**src/rtl/stream_out_arb_fifo.sv**
```systemverilog
// ---------------------------------------------------------------------------
// stream_out_arb_fifo
//
// Merges N_CH per-core output streams into a single AXI-Stream-like link.
// A packet-atomic arbiter (round-robin or fixed priority, channel 0 highest)
// picks one eligible channel at a time.  Beats then pass through a DEPTH-entry
// synchronous FIFO so that the link toward the FPGA starts from registers.
//
// Optional feature macro: STREAM_OUT_TAG_EN
//   defined   -> every FIFO entry also stores the source channel id, and the
//                id is presented on m_id.
//   undefined -> m_id port is absent; entries hold {last, data} only.
//
// Ports
//   clk          rising-edge clock
//   resetb       asynchronous active-low reset
//   s_valid      per-channel beat valid
//   s_ready      per-channel ready (one-hot or zero)
//   s_last       per-channel end-of-packet
//   s_data       channel i on bits [i*DATA_W +: DATA_W]
//   access_core  per-channel eligibility mask for new grants
//   detected     registered: some eligible channel is asserting valid
//   m_valid      output beat valid (FIFO not empty)
//   m_ready      downstream ready
//   m_last       end-of-packet of the current output beat
//   m_data       output beat
//   m_id         source channel of m_data (STREAM_OUT_TAG_EN only)
//   fifo_level   FIFO occupancy, 0..DEPTH
// ---------------------------------------------------------------------------
module stream_out_arb_fifo #(
    parameter int N_CH   = 4,
    parameter int DATA_W = 32,
    parameter int DEPTH  = 8,
    parameter int ARB_RR = 1,
    localparam int CH_W  = (N_CH > 1) ? $clog2(N_CH) : 1
) (
    input  logic                     clk,
    input  logic                     resetb,
    input  logic [N_CH-1:0]          s_valid,
    output logic [N_CH-1:0]          s_ready,
    input  logic [N_CH-1:0]          s_last,
    input  logic [N_CH*DATA_W-1:0]   s_data,
    input  logic [N_CH-1:0]          access_core,
    output logic                     detected,
    output logic                     m_valid,
    input  logic                     m_ready,
    output logic                     m_last,
    output logic [DATA_W-1:0]        m_data,
`ifdef STREAM_OUT_TAG_EN
    output logic [CH_W-1:0]          m_id,
`endif
    output logic [$clog2(DEPTH):0]   fifo_level
);

    localparam int AW = $clog2(DEPTH);
`ifdef STREAM_OUT_TAG_EN
    localparam int FW = CH_W + 1 + DATA_W;
`else
    localparam int FW = 1 + DATA_W;
`endif

    typedef enum logic {IDLE, PKT} state_t;

    state_t              state;
    logic [CH_W-1:0]     grant;
    logic [CH_W-1:0]     rr_ptr;
    logic [CH_W-1:0]     winner;
    logic [CH_W-1:0]     sel;
    logic                found;
    logic [N_CH-1:0]     req;
    logic [DATA_W-1:0]   ch_data [N_CH];
    logic                push;
    logic                pop;
    logic                push_last;
    logic [DATA_W-1:0]   push_data;
    logic [FW-1:0]       push_word;
    logic [FW-1:0]       head_word;
    logic [FW-1:0]       hold_word;
    logic [FW-1:0]       out_word;
    logic [FW-1:0]       mem [DEPTH];
    logic [AW:0]         wr_ptr;
    logic [AW:0]         rd_ptr;
    logic                full;
    logic                empty;

    // Next round-robin start position after channel c, wrapping to 0.
    function automatic logic [CH_W-1:0] next_ch(input logic [CH_W-1:0] c);
        if (int'(c) >= N_CH - 1)
            return '0;
        return CH_W'(int'(c) + 1);
    endfunction

    for (genvar i = 0; i < N_CH; i++) begin : g_unpack
        assign ch_data[i] = s_data[i*DATA_W +: DATA_W];
    end

    assign req = s_valid & access_core;

    // Winner search: the scan starts at rr_ptr for round-robin or at 0 for
    // fixed priority, and the first requesting channel wins.
    always_comb begin
        int idx;
        idx    = 0;
        winner = '0;
        found  = 1'b0;
        for (int k = 0; k < N_CH; k++) begin
            idx = (ARB_RR != 0) ? int'(rr_ptr) + k : k;
            if (idx >= N_CH)
                idx = idx - N_CH;
            if (!found && req[CH_W'(idx)]) begin
                found  = 1'b1;
                winner = CH_W'(idx);
            end
        end
    end

    // The grant is combinational in IDLE so the winner's first beat is taken
    // in the grant cycle.  Ready is forced low while reset is asserted.
    always_comb begin
        s_ready = '0;
        if (resetb) begin
            if (state == PKT)
                s_ready[grant] = !full;
            else if (found && !full)
                s_ready[winner] = 1'b1;
        end
    end

    assign sel       = (state == IDLE) ? winner : grant;
    assign push      = |(s_valid & s_ready);
    assign push_last = s_last[sel];
    assign push_data = ch_data[sel];
`ifdef STREAM_OUT_TAG_EN
    assign push_word = {sel, push_last, push_data};
`else
    assign push_word = {push_last, push_data};
`endif

    // Packet FSM.  A single-beat packet finishes in its grant cycle and never
    // leaves IDLE; otherwise the owner keeps the link until its last beat,
    // regardless of later changes to access_core or s_valid.
    always_ff @(posedge clk or negedge resetb) begin
        if (!resetb) begin
            state  <= IDLE;
            grant  <= '0;
            rr_ptr <= '0;
        end else begin
            case (state)
                IDLE: begin
                    if (push) begin
                        grant <= winner;
                        if (push_last)
                            rr_ptr <= next_ch(winner);
                        else
                            state <= PKT;
                    end
                end
                PKT: begin
                    if (push && push_last) begin
                        state  <= IDLE;
                        rr_ptr <= next_ch(grant);
                    end
                end
                default: state <= IDLE;
            endcase
        end
    end

    // FIFO storage carries no reset; only the pointers define its contents.
    always_ff @(posedge clk) begin
        if (push)
            mem[wr_ptr[AW-1:0]] <= push_word;
    end

    // Pointers, plus a copy of the last popped entry so the outputs hold
    // their previous values once the FIFO runs empty.
    always_ff @(posedge clk or negedge resetb) begin
        if (!resetb) begin
            wr_ptr    <= '0;
            rd_ptr    <= '0;
            hold_word <= '0;
        end else begin
            if (push)
                wr_ptr <= wr_ptr + 1'b1;
            if (pop) begin
                rd_ptr    <= rd_ptr + 1'b1;
                hold_word <= head_word;
            end
        end
    end

    // Activity flag sampled every cycle, independent of FIFO state.
    always_ff @(posedge clk or negedge resetb) begin
        if (!resetb)
            detected <= 1'b0;
        else
            detected <= |req;
    end

    assign empty      = (wr_ptr == rd_ptr);
    assign full       = (wr_ptr[AW] != rd_ptr[AW]) && (wr_ptr[AW-1:0] == rd_ptr[AW-1:0]);
    assign fifo_level = wr_ptr - rd_ptr;
    assign head_word  = mem[rd_ptr[AW-1:0]];
    assign out_word   = empty ? hold_word : head_word;
    assign m_valid    = !empty;
    assign pop        = m_valid && m_ready;
    assign m_data     = out_word[DATA_W-1:0];
    assign m_last     = out_word[DATA_W];
`ifdef STREAM_OUT_TAG_EN
    assign m_id       = out_word[FW-1 -: CH_W];
`endif

endmodule

```
**config.mk**
```make
export PLATFORM = sky130hd
export DESIGN_NAME = stream_out_arb_fifo
export DESIGN_NICKNAME = d
export VERILOG_FILES = /design/src/rtl/stream_out_arb_fifo.sv
export SDC_FILE = /design/constraint.sdc
export NUM_CORES = 1
export LEC_CHECK = 0
export CAP_MARGIN = 20
export CORE_MARGIN = 5
export CORE_UTILIZATION = 59
export DETAILED_ROUTE_END_ITERATION = 12
export PLACE_DENSITY_LB_ADDON = 0.05
export SYNTH_ARGS = -nofsm -noshare
export SYNTH_HDL_FRONTEND = slang
export SYNTH_SLANG_ARGS = --single-unit
```
**constraint.sdc**
```tcl
create_clock -name clk -period 10.69 [get_ports clk]
set_clock_uncertainty 0.2 [all_clocks]
set_input_delay 3.207 -clock clk [delete_from_list [all_inputs] [get_ports clk]]
set_output_delay 3.207 -clock clk [all_outputs]
set_load 0.05 [all_outputs]
```
==> metrics.md, run 1 <==
| Metric | Value |
|---|---|
| # H-tree levels | 1 |
| Area Growth Syn to Fin | 23.0% |
| Status | finished, final reports clean |
| Syn Area/Cell | 15.3 um^2 |
| Routed WL per cell | 22.3 um |
| Layout cells sized above 1 | 14.4% |
| Tot Pwr | 5.55 mW |
| Slowest stage delay, CP | 0.81 ns |
| Final Instance Area | 0.0166 mm^2 |
| Mapped Cells | 882 |
| Final period utilization | 87.3% |
| Global route overflow | 0 |
| Type of the worst setup path | in -> out |
| Largest net degree at the start of global routing | 71 |
| Commonest non-fill, non-tap cell in the layout | edfxtp_1 |
| Max transition margin | 31.0% |
| DRC Markers | 0 |
| Dpl ws | 1.38 ns |
| Ys async rst share | 15.1% |
| Worst slew pin tran | 1.03 ns |
| Ys flop type | edfxtp_1 |
| Antenna Violating Nets Remaining | 0 |
| Slack of the critical path | 1.36 ns |
| Synth Register Bits | 311 |
| Filler Cells Inserted | 1469 |
| Placed Area | 0.0157 mm^2 |
| Top Family by Delay on Critical Path | buffers and inverters |
| Critical Path Start Type | input port |
| Inst Count DP | 1313 |
| Most frequent cells in the layout | 264 x edfxtp_1, 184 x clkdlybuf4s50_1, 114 x nand2_1 |
| Tmin final | 9.33 ns |
| Final Setup Violations | 0 |
| Antenna violations before repair | 0 |
| Most Frequent Cell on Critical Path | clkdlybuf4s50_1 |
| Clock Tree Buf Depth | 3 |
| Later-pin clock latency in the skew report | 0.53 ns |
| Die ar. | 0.0261 mm^2 |
| Final cell count without fillers | 1368 |
| Placement Rows | 55 |
| WL final | 30500 um |
| Post-CTS setup buffers | 0 |
| Via count | 8192 |
| Drt first pass iters | 5 |
| Cts hold-fix bufs | 0 |
| CP Cell Sequence | clkdlybuf4s50_1, nand3_1, a311oi_2, nor2_1, inv_1, ha_1, a22oi_1, nor2b_1, clkdlybuf4s50_1 |
| CP Data Required Time | 7.28 ns |
| Fin. Hold Viols | 0 |
| Critical path peak fanout | 6 |
| Syn_nets | 1039 |
| Number of flops mapped to enable cells by yosys | 264 |
| Vias in the first global route | 8530 |
| Sequential share of the synthesized area | 67.3% |
| Core Area | 0.0226 mm^2 |
| Leak Pwr | 5.81 nW |
| Clk sinks | 311 |
| IO Pins | 186 |
| Synthesis Warnings | 0 |
| Max-cap check violation count | 0 |
| Iter 0 DRT Violations | 656 |
| Synth unique cells | 52 |
| Nets | 1217 |
| Clock tree from TritonCTS | done |
| Clock transition at the registers of the reported paths | 0.06 ns |
| Max-slew violations | 0 |
| N_diodes | 0 |
| Root Driver | clkbuf_16 |
| Number of CTS-inserted buffers | 30 |
| All-Layer GR Usage | 23.9% |
| Port Buffers | 185 |
| Detailed placer's ending HPWL | 18100 um |
| Worst hold path type | reg -> reg |
| Max Fclk | 0.107 GHz |
| Power Dens Cells | 333 mW/mm^2 |
| Worst path arrival time | 5.93 ns |
| Slowest CP cell | clkdlybuf4s50_1 |
| First-pass GRT wire length | 48200 um |
| Die H | 161 um |
| Setup TNS | 0 ns |
| Peak VDD IR | 0.000274 V |
| Worst Path Buf+Inv | 3 |
| Cts repair resizes | 0 |
| RSZ-0062 raised after global routing | false |
| Crit. End Element | output port |
| Mapped Area | 0.0135 mm^2 |
| GP Congestion | 0.857 |
| Die Span X | 161 um |
| Initial Util | 59.8% |
| DR vias/cell | 5.99 |
[final cells by class]
| class | count | area, um^2 | share of cell area, % |
|---|---|---|---|
| Clock buffer | 44 | 855 | 5.13 |
| Clock inverter | 11 | 111 | 0.669 |
| Inverter | 13 | 48.8 | 0.293 |
| Multi-Input combinational cell | 502 | 4190 | 25.2 |
| Sequential cell | 311 | 9110 | 54.7 |
| Tap cell | 285 | 357 | 2.14 |
| Timing Repair Buffer | 202 | 1970 | 11.9 |
[worst min-delay path, delay by kind of cell, from the launching register on]
| family | cells | cell delay [ns] |
|---|---|---|
| flip-flops | 1 | 0.34 |
| AO/OA/AOI/OAI | 1 | 0.06 |
| AND/OR/NAND/NOR | 1 | 0.05 |
[power by group]
part	leakage, nW	switching [mW]	internal, mW	total (mW)
registers	2.95	0.133	1.76	1.89
logic	2.40	1.70	0.932	2.63
clock network	0.465	0.423	0.600	1.02
total	5.81	2.26	3.29	5.55
[cell families (layout without fill, tap and decap cells)]
kind of cell | after synthesis | in the layout | synth area share, %
XOR/XNOR | 9 | 9 | 0.582
buffers and inverters | 69 | 270 | 2.18
AND/OR/NAND/NOR | 206 | 206 | 6.70
multiplexers | 104 | 104 | 13.9
flip-flops | 311 | 311 | 67.3
adder cells (fa/ha/maj) | 14 | 14 | 1.35
AO/OA/AOI/OAI | 169 | 169 | 8.06
[per-stage QoR]
step / hold WS (ns) / utilization, %
floorplan: 0.251 / -
global placement: 0.263 / 69.3
detailed placement: 0.271 / 69.3
CTS: 0.284 / 73.5
global route: 0.304 / 73.5
finish: 0.282 / 73.5
[Yosys cell counts, drive strengths merged, types with 2 or more instances]
master	number	area [um^2]
a211o	2	17.5
a211oi	32	240
a21boi	4	33.8
a21oi	36	184
a22oi	10	75.1
a31oi	33	206
and2	34	213
and3b	2	17.5
buf	28	141
clkbuf	28	105
dfrtp	47	1180
edfxtp	264	7930
ha	13	163
inv	13	48.8
mux2	5	60.1
mux2i	33	330
mux4	66	1490
nand2	116	435
nand3	3	15.0
nor2	37	139
nor2b	4	25.0
nor3	4	20.0
nor3b	2	15.0
o21a	4	31.3
o21ai	38	201
o221ai	2	17.5
xnor2	7	61.3
xor2	2	17.5
[per-layer routing]
layer  share of wire, %  wire length [um]  global-route usage [%]
met1                 41             12500                    32.9
met2                 50             15300                    41.4
met3                7.5              2290                    3.88
met4                1.3               383                    3.92
met5                  0                 0                       0
[sequential cells by signal, summed over array words and instances, names as in the netlist, named ones only]
signal	flops
rd_ptr	4
grant	2
rr_ptr	2
hold_word	33
wr_ptr	4
mem	264
detected	1
[final timing paths]
| kind | from | to | slack, ns | depth (start not counted) |
|---|---|---|---|---|
| worst max register to register | rd_ptr[0] | mem[5][19] | 6.34 | 8 |
| min in group asynchronous | resetb | grant[1] | 2.26 | 1 |
| worst min-delay path | hold_word[5] | hold_word[5] | 0.28 | 2 |
| max in group asynchronous | resetb | rd_ptr[0] | 7.03 | 2 |
| worst max-delay path | s_valid[0] | s_ready[1] | 1.36 | 9 |
| worst min register to register | hold_word[5] | hold_word[5] | 0.28 | 2 |
(Power assumes the default switching activity.)
==> inputs of run 2 (changes only) <==
--- a/config.mk
+++ b/config.mk
@@ -5,6 +5,7 @@
 export SDC_FILE = /design/constraint.sdc
 export NUM_CORES = 1
 export LEC_CHECK = 0
+export ABC_AREA = 1
 export CAP_MARGIN = 20
 export CORE_MARGIN = 5
 export CORE_UTILIZATION = 59
@@ -13,3 +14,4 @@
 export SYNTH_ARGS = -nofsm -noshare
 export SYNTH_HDL_FRONTEND = slang
 export SYNTH_SLANG_ARGS = --single-unit
+export TNS_END_PERCENT = 10
==> metrics.md, run 2 <==
| Metric | Value |
|---|---|
| Multi-input gate area | 0.00414 mm^2 (-1.2%) |
| Final Instance Area | 0.0166 mm^2 (-0.32%) |
| All-Layer GR Usage | 26.1% (+2.2 points) |
| Most frequent cells after synthesis | 281 x o21ai_0, 264 x edfxtp_1, 205 x nor2_1, 131 x nand2_1, 69 x clkbuf_1 |
| # H-tree levels | 1 (unchanged) |
| Synth unique cells | 30 (-42%) |
| Placement Rows | 55 (unchanged) |
| Post-CTS setup buffers | 0 (unchanged) |
| Slack of the critical path | 1.39 ns (+0.0328 ns) |
| Setup slack, reg-to-reg | 6.56 ns (+0.22 ns) |
| Global route overflow | 0 (unchanged) |
| Tmin final | 9.30 ns (-0.0328 ns) |
| Crit. End Element | output port |
| Worst hold slack | 0.283 ns (+0.00167 ns) |
| Cts hold-fix bufs | 0 (unchanged) |
| Synth top area share | 58.0% (-0.59 points) |
| Largest net degree at the start of global routing | 97 (+37%) |
| XOR/XNOR Fraction of Synth Area | 0.512% (-0.070 points) |
| Routed WL per cell | 20.5 um (-7.9%) |
| Max transition margin | 36.2% (+5.2 points) |
| WL met1 | 14200 um (+14%) |
| First-pass GRT wire length | 53800 um (+12%) |
| Metal2 WL | 17600 um (+15%) |
| Area Growth Syn to Fin | 21.4% |
| Die ar. | 0.0263 mm^2 (+0.95%) |
| Count leader, synth | o21ai_0 |
| Via count | 10200 (+25%) |
| DRC Markers | 0 (unchanged) |
| Worst slew pin tran | 0.957 ns (-0.0779 ns) |
| CP Cell Sequence | clkdlybuf4s50_1, nand2_1, nand2_1, nand2_1, nand2_1, nand2_2, nand2_1, nand2_1, nand2_1, nand3_2, inv_1, ha_1, nand4_1, a21oi_1, clkdlybuf4s50_1 |
| Cts repair resizes | 0 (unchanged) |
| Slowest CP cell | clkdlybuf4s50_1 |
| Setup TNS | 0 ns (unchanged) |
| Number of flops mapped to enable cells by yosys | 264 (unchanged) |
| Antenna Violating Nets Remaining | 0 (unchanged) |
| Largest cells by area after synthesis | edfxtp_1 58%, o21ai_0 10%, dfrtp_1 8.6% |
| Multiplexer share of the synthesized area | 0% (-14 points) |
| Root Driver | clkbuf_16 |
| Fin. Hold Viols | 0 (unchanged) |
| RSZ-0062 raised after global routing | false |
| DR vias/cell | 6.02 (+0.55%) |
| Clock Tree Buf Depth | 3 (unchanged) |
| Number of flip-flops in the largest register | 264 (unchanged) |
| Critical Path Start Type | input port |
| Register Area | 0.00911 mm^2 (about the same) |
| Synth Area in Compound Gates | 16.4% (+8.4 points) |
| Antenna violations before repair | 0 (unchanged) |
| Port Buffers | 185 (unchanged) |
| Worst path arrival time | 5.89 ns (-0.04 ns) |
| Metal3 WL | 2430 um (+6.5%) |
| CP Data Required Time | 7.28 ns (about the same) |
| Most Frequent Cell on Critical Path | nand2_1 |
| Largest family of logic cells by synthesized area | compound AO/OA/AOI/OAI gates |
| Syn Area/Cell | 11.0 um^2 (-28%) |
| Filler Cells Inserted | 1580 (+7.6%) |
| Clock tree from TritonCTS | done |
| Iter 0 DRT Violations | 788 (+20%) |
| Worst hold path type | reg -> reg |
| Status | finished, final reports clean |
| GP Congestion | 0.838 (-2.1%) |
| WL final | 34900 um (+15%) |
| Ys async rst share | 15.1% (unchanged) |
| Clk sinks | 311 (unchanged) |
| Final Setup Violations | 0 (unchanged) |
| Mapped Cells | 1243 (+41%) |
| IO Pins | 186 (unchanged) |
| Most frequent cells in the layout | 281 x o21ai_0, 264 x edfxtp_1, 198 x nor2_1 |
| Later-pin clock latency in the skew report | 0.55 ns (+0.02 ns) |
| Dpl ws | 1.42 ns (+0.0352 ns) |
| Drt first pass iters | 5 (unchanged) |
| Critical path peak fanout | 4 (-2) |
| Type of the worst setup path | in -> out |
| Max-cap check violation count | 0 (unchanged) |
| Nets | 1551 (+27%) |
| Final period utilization | 87.0% (-0.31 points) |
| Core Area | 0.0227 mm^2 (+0.30%) |
| Mapped Area | 0.0137 mm^2 (+1.0%) |
| Synthesis Warnings | 0 (unchanged) |
| Clock transition at the registers of the reported paths | 0.06 ns (about the same) |
| Die Span X | 162 um (+0.47%) |
| Highest routed metal layer | met4 |
| Initial Util | 60.2% (+0.42 points) |
| Detailed placer's ending HPWL | 20200 um (+12%) |
| Max-slew violations | 0 (unchanged) |
| Die H | 162 um (+0.47%) |
| Number of CTS-inserted buffers | 30 (unchanged) |
| Placed Area | 0.0157 mm^2 (+0.17%) |
| Synth Register Bits | 311 (unchanged) |
| Vias in the first global route | 10100 (+18%) |
| Ys flop type | edfxtp_1 |
| Synth Area in Simple Gates | 11.6% (+4.9 points) |
| Slowest stage delay, CP | 0.83 ns (+0.02 ns) |
| Area leader, netlist | edfxtp_1 |
| Layout cells sized above 1 | 6.21% (-8.2 points) |
| Commonest non-fill, non-tap cell in the layout | o21ai_0 |
| Sequential share of the synthesized area | 66.6% (-0.68 points) |
| Max Fclk | 0.108 GHz (+0.35%) |
| Syn_nets | 1400 (+35%) |
| Synth Area in Adders | 1.34% (-0.014 points) |
| N_diodes | 0 (unchanged) |
[run 2: changes by cell type after synthesis, moves of 31 or more]
cell / delta
o21ai_0: +245
and2_1: -32
clkbuf_1: +41
o22ai_1: +64
mux4_2: -66
mux2i_1: -33
o221ai_1: +31
a31oi_1: -33
nor2_1: +168
a211oi_1: -32
[run 2: per-stage QoR]
stage / util [%] / std cells
floorplan: - / 1243
global placement: 69.2 / 1647
detailed placement: 69.2 / 1647
CTS: 73.1 / 1701
global route: 73.1 / 1701
finish: 73.1 / 1701
[run 2: cell type report]
class	count	area share, %
well taps	285	2.15
multi-input cells	819	25.0
flip-flops and latches	311	54.9
clock inverters	10	0.377
clock buffers	44	4.96
repair buffers	204	12.0
inverters	28	0.656
[run 2: critical path: cells and delay by family]
kind | cells | cell delay [ns]
compound gates | 1 | 0.20
fa+ha+maj | 1 | 0.16
buf+inv | 3 | 1.47
simple gates | 10 | 0.85
[run 2: path summary, 6_finish.rpt]
kind                            endpoint  cells after the start           from
setup reg to reg               mem[1][9]                     18      rr_ptr[0]
min in group asynchronous       detected                      2         resetb
max in group asynchronous      rd_ptr[0]                      2         resetb
hold reg to reg            hold_word[29]                      2  hold_word[29]
hold / removal             hold_word[29]                      2  hold_word[29]
setup / recovery              s_ready[1]                     15     s_valid[2]
[run 2: routing by layer]
metal / GRT usage [%] / vias up
li1: - / 4823
met1: 35.1 / 4976
met2: 44.6 / 389
met3: 4.03 / 54
met4: 7.23 / 0
met5: 0 / -
[run 2: cell families after synthesis]
kind of cell / after synthesis
AOI/OAI and AO/OA: 407
xor gates and xnor gates: 8
adders and majority gates: 14
buffers and inverters: 113
DFF: 311
and+or+nand+nor: 390
Power of run 2 is not shown: default switching activity piles up to over one toggle a cycle in this logic, so the estimate is an artifact.
